**src/rtl/tap_delay_line.sv**
```systemverilog
// Parametrised sample delay line feeding the FIR MAC sequencer.
// Accepts one sample per handshake, then sweeps all taps out serially.
//
// Ports:
//   clk, rst      clock (rising edge), async active-high reset
//   clear         sync clear of line, fill counter and sweep
//   in_valid/in_ready/in_data       sample input handshake
//   tap_valid/tap_ready/tap_data    serial tap output handshake
//   tap_idx       tap position (0 = newest), tap_last at SIZE-1
//   tail_out      oldest word line[SIZE-1]
//   fill_count    samples held (saturates at SIZE), primed when full
module tap_delay_line #(
  parameter int SIZE      = 8,
  parameter int BIT_WIDTH = 8,
  localparam int IW       = $clog2(SIZE),
  localparam int FW       = $clog2(SIZE+1)
) (
  input  logic                 clk,
  input  logic                 rst,
  input  logic                 clear,
  input  logic                 in_valid,
  output logic                 in_ready,
  input  logic [BIT_WIDTH-1:0] in_data,
  output logic                 tap_valid,
  input  logic                 tap_ready,
  output logic [BIT_WIDTH-1:0] tap_data,
  output logic [IW-1:0]        tap_idx,
  output logic                 tap_last,
  output logic [BIT_WIDTH-1:0] tail_out,
  output logic [FW-1:0]        fill_count,
  output logic                 primed
);

  typedef enum logic {
    S_IDLE,
    S_SWEEP
  } state_t;

  state_t               r_state;
  logic [BIT_WIDTH-1:0] r_line [SIZE];
  logic [IW-1:0]        r_idx;
  logic [FW-1:0]        r_fill;

  logic w_accept;
  logic w_tap_hs;
  logic w_at_last;

  assign w_accept  = in_valid & (r_state == S_IDLE);
  assign w_tap_hs  = tap_ready & (r_state == S_SWEEP);
  assign w_at_last = (r_idx == IW'(SIZE-1));

  // clear outranks accept and tap handshake
  always_ff @(posedge clk or posedge rst) begin
    if (rst) begin
      r_state <= S_IDLE;
      r_idx   <= '0;
      r_fill  <= '0;
      for (int i = 0; i < SIZE; i++)
        r_line[i] <= '0;
    end else if (clear) begin
      r_state <= S_IDLE;
      r_idx   <= '0;
      r_fill  <= '0;
      for (int i = 0; i < SIZE; i++)
        r_line[i] <= '0;
    end else if (w_accept) begin
      r_line[0] <= in_data;
      for (int i = 1; i < SIZE; i++)
        r_line[i] <= r_line[i-1];
      r_idx   <= '0;
      r_state <= S_SWEEP;
      if (r_fill != FW'(SIZE))
        r_fill <= r_fill + FW'(1);
    end else if (w_tap_hs) begin
      if (w_at_last) begin
        r_idx   <= '0;
        r_state <= S_IDLE;
      end else begin
        r_idx <= r_idx + IW'(1);
      end
    end
  end

  assign in_ready   = (r_state == S_IDLE);
  assign tap_valid  = (r_state == S_SWEEP);
  assign tap_idx    = r_idx;
  assign tap_last   = tap_valid & w_at_last;
  // gated so the idle bus reads zero rather than a stale word
  assign tap_data   = tap_valid ? r_line[r_idx] : '0;
  assign tail_out   = r_line[SIZE-1];
  assign fill_count = r_fill;
  assign primed     = (r_fill == FW'(SIZE));

endmodule

```
**config.mk**
```make
export PLATFORM = sky130hd
export DESIGN_NAME = tap_delay_line
export DESIGN_NICKNAME = d
export VERILOG_FILES = /design/src/rtl/tap_delay_line.sv
export SDC_FILE = /design/constraint.sdc
export NUM_CORES = 1
export LEC_CHECK = 0
export CAP_MARGIN = 20
export CORE_MARGIN = 2
export CORE_UTILIZATION = 55
export DETAILED_ROUTE_END_ITERATION = 8
export DONT_BUFFER_PORTS = 1
export HOLD_SLACK_MARGIN = 0.03
export PLACE_DENSITY = 0.7
export SYNTH_ARGS = -nofsm -noshare
export SYNTH_HDL_FRONTEND = slang
export SYNTH_SLANG_ARGS = --single-unit
```
**constraint.sdc**
```tcl
create_clock -name clk -period 2.33 [get_ports clk]
set_input_delay 0.233 -clock clk [delete_from_list [all_inputs] [get_ports clk]]
set_output_delay 0.233 -clock clk [all_outputs]
set_load 0.02 [all_outputs]
```
Yosys cells after proc, flatten, opt, wreduce, memory -nomap -nowiden. Index checks and enable logic that the tools add are counted.

Register bits after elaboration: 72. Output and inout port bits: 27. Logic and storage cells: 45.

Add/subtract/negate cells: 2. $lt $le $gt $ge: 1. Equal/unequal tests: 3. Multiplexer cells: 17. Bitwise logic cells: 5. Reductions and logical operators: 6.

Operators with widths (number): 2-to-1 mux 64 bit (2); binary-select mux 8 bit (select 3 bit) (1); 2-to-1 mux 8 bit (3); 2-to-1 mux 3 bit (4); 2-to-1 mux 4 bit (3); nonzero test 3 bit (2); adder 4 x 1 -> 4 bit (second input constant) (1); == test 4 bit (second input constant) (1); >= comparator 4 bit (second input constant) (1); 2-to-1 mux 1 bit (4); inequality test 4 bit (second input constant) (1); inverter 3 -> 4 bit (1); AND reduction 2 bit (2); nonzero test 2 bit (2); adder 3 x 1 -> 3 bit (second input constant) (1); AND 1 bit (3); == test 3 bit (second input constant) (1); inverter 1 bit (1).

Depth between registers and ports, before layout. Gate-level depths: netlist of the first run.

Word-level depth: 5. Depth in mapped cells: 6.

Worst setup path before layout of the first run. OpenSTA, ideal clock, no wires.

Path kind: register to output. Start point: register r_idx[1], in the netlist tap_idx[1]. End point: output tap_data[0]. Arrival time: 1.537 ns. Required time: 2.097 ns. Setup slack: 0.560 ns. Stages on the path, launching flop included: 6. Path through: dfrtp_1 > buf_6 > buf_6 > mux4_2 > mux2i_1 > nor2_1.

Longest elaborated chain between the ends: 5.

RTL lines: start, declared (line 41) `logic [IW-1:0] r_idx;`; start signal, assigned (line 79) `r_idx <= r_idx + IW'(1);`; inverter 3 -> 4 bit (implied by the code) (line 89) `assign tap_data = tap_valid ? r_line[r_idx] : '0;`; binary-select mux 8 bit (select 3 bit) (line 89); 2-to-1 mux 8 bit (implied by the code) (2 in series) (line 89); 2-to-1 mux 8 bit (line 89); end, declared (line 26) `output logic [BIT_WIDTH-1:0] tap_data,`.

Every way passes these cells. The select of a mux whose other input is x is not followed.

Worst setup path after layout of the first run.
Start point: register r_state, in the netlist tap_valid. End point: output tap_data[5].

Longest elaborated chain between the ends: 1.

RTL lines: start, declared (line 39) `state_t r_state;`; start signal, assigned (line 55) `r_state <= S_IDLE;`; start signal, assigned (line 61) `r_state <= S_IDLE;`; start signal, assigned (line 71) `r_state <= S_SWEEP;`; 2-to-1 mux 8 bit (line 89).

Every way passes these cells.

==> impl_metrics.toml, run 1 <==
[status]
outcome = "finished, final reports clean"

[floorplan]
dieArea_um2 = 7060
die_x_um = 84.0
dieHeight_um = 84.0
core_area_um2 = 6280
io_pins = 40
initial_core_util_pct = 56.1
rows = 29

[pwr]
p_seq_share_pct = 54.6
intPower_mw = 1.77
p_sw_share_pct = 25.2
p_switching_mw = 0.596
pwr-share-clk_pct = 37.0
peakVddDrop_v = 0.000388
power_frac_comb_pct = 8.3
power_density_nw_per_um2 = 619
p_leak_nw = 1.56

[worst_setup_path]
critPathArrivalTime_ps = 1810
end_kind = "output port"
startpoint_type = "flip-flop"
cp_max_fo = 8
critPathKind = "flip-flop to output port"
cp.required_ps = 2100
crit_slowest_cell = "dfrtp_1"
crit_chain = "clkinv_1 > buf_4 > nor2_1"
cp_slowest_stage_delay_ps = 600

[placed_design]
dp_cells = 422
routabilityCongestion = 0.749
port_buffers = 0
dp_hpwl_um = 4570
pre_cts_ws_ps = 623

[final_layout]
area_delta_synth_final_pct = 8.45
fill_cells = 541
mostFrequentLayoutCells = "129 x nand2_1, 72 x dfrtp_1, 69 x a21oi_1, 16 x mux4_2, 11 x clkbuf_8"
drive_gt1_share_pct = 12.2
stdcell_count = 445
antenna_cells = 0
finalNetCount = 382
final_common_cell = "nand2_1"

[clock_network]
cts_setup_buffers = 0
cts_buffers = 9
cts_tree = "built"
h-tree-depth = 3
cts_num_sinks = 72
clock_path_buffers = 2
clk_pin_slew_ps = 70
clkLatencyLatePin_ps = 340
root_buffer = "clkbuf_8"

[sta]
period_needed_ps = 2040
timing.final.crit_share_pct = 87.5
finClkSkew_ps = 5.75
rsz0062_at_grt = "false"
hold_viol = 0
finalSetupViolCount = 0
clock.fmax_mhz = 490
setup_slack_ps = 290
drv_slew = 0
worst_slew_pin_slew_ps = 567
slew-limit-headroom_pct = 62.2
finalSetupTns_ps = 0

[synthesis]
async_reset_ff_share_pct = 100
synthDistinctLibCells = 25
yosysWarnings = 0
synth_top_area_share_pct = 51.2
syn_avg_cell_area_um2 = 9.49
syn_nets = 389
synth_top_flop_cell = "dfrtp_1"
synth.area.top_cells = "dfrtp_1 51%, nand2_1 14%, mux4_2 10%"
syn_area_um2 = 3520
synth-edff-count = 0
synth-seq-cells = 72
postSynthCellCount = 371
ys_seq_area_share_pct = 51.2
yosys.area.top_type = "dfrtp_1"

[drt]
finalWirelength_um = 7220
wl_per_cell_um = 16.2
drt_pass1_iterations = 4
routed-via-count = 2534
drt_iter0_markers = 201
vias_per_cell = 5.69
route.detailed.drc = 0
drtAntennaViolNets = 0

[grt]
use_met2_pct = 34.3
met1_usage_pct = 29.3
grt_pass1_vias = 2534
grt.overflow.total = 0
grt_pass1_wl_um = 12100
busiest_layer = "met2"
grt_max_degree = 73
grt_usage_pct = 22.1
antenna_found_initial = 0
use_met3_pct = 6.63

[worst_hold_path]
hold_path_class = "input pin to flip-flop"

[run]
max_cap_viol_count = 0
==> synth_stat cells, types with 2 or more instances <==
master	number
nor2_1	10
a21oi_1	69
nand2_1	129
mux2i_1	10
mux4_2	16
buf_2	9
o21ai_0	4
nor3_1	3
or3_1	2
buf_6	2
ha_1	5
clkbuf_1	17
inv_1	4
buf_4	9
dfrtp_1	72
==> stage by stage <==
stage	hold slack (ps)	total power, mW	util [%]	cell area (µm²)
floorplan	323	1.45	-	3520
global placement	189	1.48	56.5	3550
detailed placement	191	1.48	56.5	3550
CTS	41.2	2.39	60.9	3820
global route	32.7	2.45	60.9	3820
finish	47.3	2.36	60.9	3820
==> flip-flops by register name (all words and copies together), names as in the netlist <==
register	count
r_line	56
tail_out	8
fill_count	4
tap_idx	3
tap_valid	1
==> power groups by stage <==
stage / registers, mW / logic (mW) / clock network [mW]
final: 1.29 / 0.197 / 0.875
after global placement: 1.31 / 0.166 / 0
after global routing: 1.29 / 0.223 / 0.937
after floorplan: 1.31 / 0.140 / 0
after detailed placement: 1.32 / 0.167 / 0
after CTS: 1.29 / 0.201 / 0.894
==> worst max-delay path: cells and delay by family, from the launching register on <==
kind / cells / cell delay, ps
flops: 1 / 600
buf+inv: 2 / 540
simple gates: 1 / 340
==> per-layer routing <==
metal  routed length (µm)  up-vias
li1                     -     1217
met3                  384       13
met4                  146        0
met2                 3490       56
met5                    0        -
met1                 3200     1248
==> repair_timing <==
| action | CTS | global route |
|---|---|---|
| setup endpoints to repair | 0 | 0 |
| hold endpoints to repair | 95 | 0 |
| hold buffers | 8 | 0 |
| gates resized for setup | 0 | 0 |
==> cell families (layout without fill, tap and decap cells) <==
family	count (synthesis)	in the layout	share of synthesized area [%]
fa+ha+maj	5	5	1.78
compound gates	74	74	10.6
flops	72	72	51.2
buf+inv	42	39	6.18
simple gates	152	152	17.2
mux	26	26	13.1
==> final timing paths <==
kind | start | endpoint | slack, ps | cells past startpoint
hold / removal | in_data[6] | r_line[62] | 50 | 2
hold reg to reg | r_line[19] | r_line[11] | 540 | 2
max in group asynchronous | rst | r_line[29] | 1290 | 3
setup reg to reg | fill_count[0] | fill_count[2] | 600 | 5
setup / recovery | tap_valid | tap_data[5] | 290 | 3
min in group asynchronous | rst | tail_out[2] | 400 | 2
==> area by class of cell <==
class,instances,area (µm²),share of cell area [%]
flip-flops and latches,72,1800,47.2
multi-input cells,257,1510,39.6
repair buffers,19,218,5.70
clock buffers,12,155,4.06
well taps,77,96.3,2.52
inverters,5,18.8,0.491
clock inverters,3,17.5,0.459
Power figures use the tool's default switching activity.
==> run 2, diff against run 1 <==
--- a/config.mk
+++ b/config.mk
@@ -11,7 +11,7 @@
 export DETAILED_ROUTE_END_ITERATION = 8
 export DONT_BUFFER_PORTS = 1
 export HOLD_SLACK_MARGIN = 0.03
-export PLACE_DENSITY = 0.7
+export PLACE_DENSITY = 0.71
 export SYNTH_ARGS = -nofsm -noshare
 export SYNTH_HDL_FRONTEND = slang
 export SYNTH_SLANG_ARGS = --single-unit
==> constraint.sdc (replaced) <==
create_clock -name clk -period 2.5 [get_ports clk]
set_input_delay 0.25 -clock clk [delete_from_list [all_inputs] [get_ports clk]]
set_output_delay 0.25 -clock clk [all_outputs]
set_load 0.02 [all_outputs]
==> run 2 against run 1 <==
Net effect: design area stayed put; via count is 1.1% higher; sequential share of layout area stayed put; die area stayed put; setup slack worse by 150 ps; largest cell class unchanged; largest power group unchanged.
==> impl_metrics.toml, run 2 (same netlist as run 1, synthesis figures left out) <==
[status]
outcome = "finished, final reports clean"

[clock_network]
cts_buffers = 9
root_buffer = "clkbuf_8"
cts_tree = "built"
clk_pin_slew_ps = 70
postCtsResizedCells = 0
clkLatencyLatePin_ps = 340
cts_num_sinks = 72
h-tree-depth = 3
clock_path_buffers = 2

[sta]
drv_slew = 0
hold_viol = 0
finClkSkew_ps = 6.63
whs_ps = 39.7
period_needed_ps = 2360
slew-limit-headroom_pct = 51.4
finalSetupTns_ps = 0
clock.fmax_mhz = 424
finalSetupViolCount = 0
worst_slew_pin_slew_ps = 728
timing.final.crit_share_pct = 94.4
rsz0062_at_grt = "false"

[drt]
drt_iter0_markers = 240
wl_per_cell_um = 16.3
finalWirelength_um = 7200
route.detailed.drc = 0
drtAntennaViolNets = 0
vias_per_cell = 5.80
routed-via-count = 2563
drt_pass1_iterations = 4

[worst_setup_path]
cp_max_fo = 9
startpoint_type = "flip-flop"
critPathArrivalTime_ps = 2110
end_kind = "output port"
critPathKind = "flip-flop to output port"
cp.required_ps = 2250

[final_layout]
fill_cells = 536
mostFrequentLayoutCells = "129 x nand2_1, 72 x dfrtp_1, 69 x a21oi_1, 16 x mux4_2, 13 x clkbuf_8"
largest_register_ffs = 56
area_delta_synth_final_pct = 8.45
regMostFlops = "r_line"
finalNetCount = 378
drive_gt1_share_pct = 11.8
final_common_cell = "nand2_1"
antenna_cells = 0

[floorplan]
dieHeight_um = 84.0
core_area_um2 = 6280
initial_core_util_pct = 56.1
dieArea_um2 = 7060
rows = 29
io_pins = 40
die_x_um = 84.0

[placed_design]
dp_hpwl_um = 4250
routabilityCongestion = 0.757
port_buffers = 0

[grt]
antenna_found_initial = 0
grt_usage_pct = 22.3
grt.overflow.total = 0
grt_pass1_vias = 2561
grt_max_degree = 73
grt_pass1_wl_um = 12500

[pwr]
power_density_nw_per_um2 = 620
p_leak_nw = 1.57
peakVddDrop_v = 0.000420

[run]
max_cap_viol_count = 0

[worst_hold_path]
hold_path_class = "input pin to flip-flop"
==> run 2: changes by cell type in the layout (fill, tap and decap cells not counted) <==
cell / delta
buf_4: -2
clkbuf_8: +2
buf_12: -1
bufinv_16: +1
clkinv_2: -1
clkinvlp_4: -1
dlygate4sd3_1: -1
==> run 2: path summary, 6_finish.rpt <==
kind | startpoint | end | slack (ps) | cells past startpoint
max reg2reg | tap_valid | r_line[57] | 410 | 5
min in group asynchronous | rst | r_line[11] | 490 | 2
min reg2reg | r_line[20] | r_line[12] | 540 | 2
min | in_data[3] | r_line[59] | 40 | 2
max | tap_valid | tap_data[0] | 140 | 2
max in group asynchronous | rst | r_line[52] | 1340 | 3
==> run 2: through the flow <==
stage | utilization (%) | worst slack, ps | area [µm²] | total power, mW | cells
2_1_floorplan | - | 425 | 3520 | 1.35 | 371
3_3_place_gp | 56.0 | 557 | 3510 | 1.37 | 419
3_5_place_dp | 56.0 | 505 | 3510 | 1.38 | 419
4_1_cts | 60.9 | 125 | 3820 | 2.39 | 442
5_1_grt | 60.9 | 5.85 | 3820 | 2.47 | 442
6_report | 60.9 | 140 | 3820 | 2.37 | 442
==> run 2: area by class of cell <==
cell class | instances | area, µm² | share of cell area, %
well taps | 77 | 96.3 | 2.52
multi-input cells | 257 | 1510 | 39.6
inverters | 5 | 18.8 | 0.491
clock buffers | 14 | 183 | 4.78
flip-flops and latches | 72 | 1800 | 47.2
repair buffers | 15 | 173 | 4.52
clock inverters | 2 | 35.0 | 0.917
==> run 2: repair_timing <==
action	in CTS	in global routing
setup buffers	0	0
hold buffers	7	0
hold endpoints to repair	104	0
==> run 2: worst max-delay path, stage by stage (launching register included) <==
cell and delay [ps]:
dfrtp_1 600, clkinv_1 610, nor2_1 560
==> run 2: power breakdown <==
group	internal [mW]	leakage [nW]	switching [mW]
logic	0.0549	0.457	0.125
registers	1.18	0.998	0.0206
clock network	0.569	0.113	0.418
==> run 2: routing by layer <==
metal | global-route usage [%] | routed length [µm] | up-vias | share of wire [%]
met1 | 32.6 | 3280 | 1300 | 45
met3 | 6.23 | 338 | 6 | 4.7
met2 | 33.1 | 3510 | 53 | 49
met4 | 5.87 | 80 | 0 | 1.1
met5 | 0 | 0 | - | 0
li1 | - | - | 1204 | -
==> run 3, diff against run 2 <==
--- a/config.mk
+++ b/config.mk
@@ -9,9 +9,8 @@
 export CORE_MARGIN = 2
 export CORE_UTILIZATION = 55
 export DETAILED_ROUTE_END_ITERATION = 8
-export DONT_BUFFER_PORTS = 1
 export HOLD_SLACK_MARGIN = 0.03
-export PLACE_DENSITY = 0.71
+export PLACE_DENSITY = 0.79
 export SYNTH_ARGS = -nofsm -noshare
 export SYNTH_HDL_FRONTEND = slang
 export SYNTH_SLANG_ARGS = --single-unit
==> constraint.sdc (replaced) <==
create_clock -name clk -period 2.85 [get_ports clk]
set_input_delay 0.285 -clock clk [delete_from_list [all_inputs] [get_ports clk]]
set_output_delay 0.285 -clock clk [all_outputs]
set_load 0.02 [all_outputs]
==> run 3 against run 2 <==
Net effect: sequential power decreased by 12%; die area unchanged; wire length rose by 5.5%; final cell count is 7.9% higher; hold slack improved by 290 ps; combinational power barely moved; first-iteration DRC count is 40% higher; design area grew 7.0%; clock power is 29% lower; largest cell class unchanged; largest power group unchanged.
==> impl_metrics.toml, run 3 (same netlist as run 1, synthesis figures left out) <==
[status]
outcome = "finished, final reports clean"

[sta]
period_needed_ps = 2510
rsz0062_at_grt = "false"
drv_slew = 0
whs_ps = 325
hold_viol = 0
clock.fmax_mhz = 399
timing.final.crit_share_pct = 87.9
worst_slew_pin_slew_ps = 571
finalSetupTns_ps = 0
finClkSkew_ps = 9.86
slew-limit-headroom_pct = 62.0
finalSetupViolCount = 0

[clock_network]
h-tree-depth = 3
clk_pin_slew_ps = 70
root_buffer = "clkbuf_8"
cts_num_sinks = 72
cts_buffers = 9
postCtsResizedCells = 0
clock_path_buffers = 2
hold_buffers = 0
clkLatencyLatePin_ps = 350
cts_tree = "built"
cts_setup_buffers = 0

[pwr]
p_sw_share_pct = 25.7
p_leak_nw = 1.66
p_switching_mw = 0.496
power_density_nw_per_um2 = 473
peakVddDrop_v = 0.000299
pwr-share-clk_pct = 36.2
intPower_mw = 1.44
p_seq_share_pct = 54.4
power_frac_comb_pct = 9.4

[grt]
grt_usage_pct = 23.9
grt_pass1_vias = 2622
grt_max_degree = 57
grt_pass1_wl_um = 13100
antenna_found_initial = 0
grt.overflow.total = 0

[worst_setup_path]
critPathLaunch = "tap_idx[1]"
startpoint_type = "flip-flop"
r2r_slack_ps = 1200
r2r_end = "fill_count[2]"
critPathArrivalTime_ps = 2220
end_kind = "output port"
critPathKind = "flip-flop to output port"
r2r_cells = 3
rr_startpoint = "tap_valid"
critPathCapture = "tap_data[7]"
cp_max_fo = 11
cp.required_ps = 2570

[floorplan]
io_pins = 40
rows = 29
dieHeight_um = 84.0
die_x_um = 84.0
initial_core_util_pct = 56.1
dieArea_um2 = 7060
core_area_um2 = 6280

[drt]
wl_per_cell_um = 15.9
finalWirelength_um = 7600
routed-via-count = 2693
drt_iter0_markers = 336
route.detailed.drc = 0
drtAntennaViolNets = 0
drt_pass1_iterations = 4
vias_per_cell = 5.65

[final_layout]
drive_gt1_share_pct = 11.3
area_delta_synth_final_pct = 16.1
finalNetCount = 413
largest_register_ffs = 56
antenna_cells = 0
regMostFlops = "r_line"
mostFrequentLayoutCells = "129 x nand2_1, 72 x dfrtp_1, 69 x a21oi_1, 38 x clkdlybuf4s50_1, 16 x mux4_2"
final_common_cell = "nand2_1"

[worst_hold_path]
hold_path_class = "input pin to asynchronous set/reset pin"

[placed_design]
routabilityCongestion = 0.769
dp_hpwl_um = 4930
port_buffers = 39

[run]
max_cap_viol_count = 0
## run 3: cell type report
class	instances	area (µm²)
inverters	5	18.8
repair buffers	50	493
well taps	77	96.3
fillers	517	2190
multi-input cells	257	1510
flip-flops and latches	72	1800
clock buffers	12	145
clock inverters	4	20.0
## run 3: worst min-delay path by stage
stage | startpoint | endpoint | slack, ps
2_1_floorplan | tap_ready | tap_valid | 380
3_3_place_gp | r_line[46] | r_line[38] | 530
3_5_place_dp | r_line[29] | r_line[21] | 530
4_1_cts | clear | fill_count[3] | 310
6_report | rst | r_line[25] | 330
5_1_grt | clear | r_line[63] | 330
## run 3: power by group through the flow
stage               combinational (mW)  clock [mW]  sequential, mW
finish                           0.181       0.699            1.05
detailed placement               0.183           0            1.07
global route                     0.202       0.771            1.05
global placement                 0.181           0            1.07
CTS                              0.184       0.717            1.05
floorplan                        0.114           0            1.07
## run 3: stage by stage
stage	util (%)	area (µm²)	instances	setup WS, ps	power [mW]
after floorplan	-	3520	371	740	1.18
after global placement	62.5	3920	461	746	1.25
after detailed placement	62.5	3920	461	708	1.25
after CTS	65.1	4090	477	322	1.95
after global routing	65.1	4090	477	189	2.03
final	65.1	4090	477	345	1.93
## run 3: routing by layer
| metal | track usage, % | routed length (µm) | vias to the layer above | part of all wire, % |
|---|---|---|---|---|
| li1 | - | - | 1276 | - |
| met1 | 32.9 | 3300 | 1346 | 43 |
| met2 | 38.0 | 3890 | 61 | 51 |
| met3 | 6.33 | 324 | 10 | 4.3 |
| met4 | 6.16 | 89 | 0 | 1.2 |
| met5 | 0 | 0 | - | 0 |
## run 3: critical path, cell delays in order, from the launching register on
cell	delay [ps]
dfrtp_1	360
buf_4	230
mux4_2	530
mux2i_1	150
nor2_1	60
clkdlybuf4s50_1	540
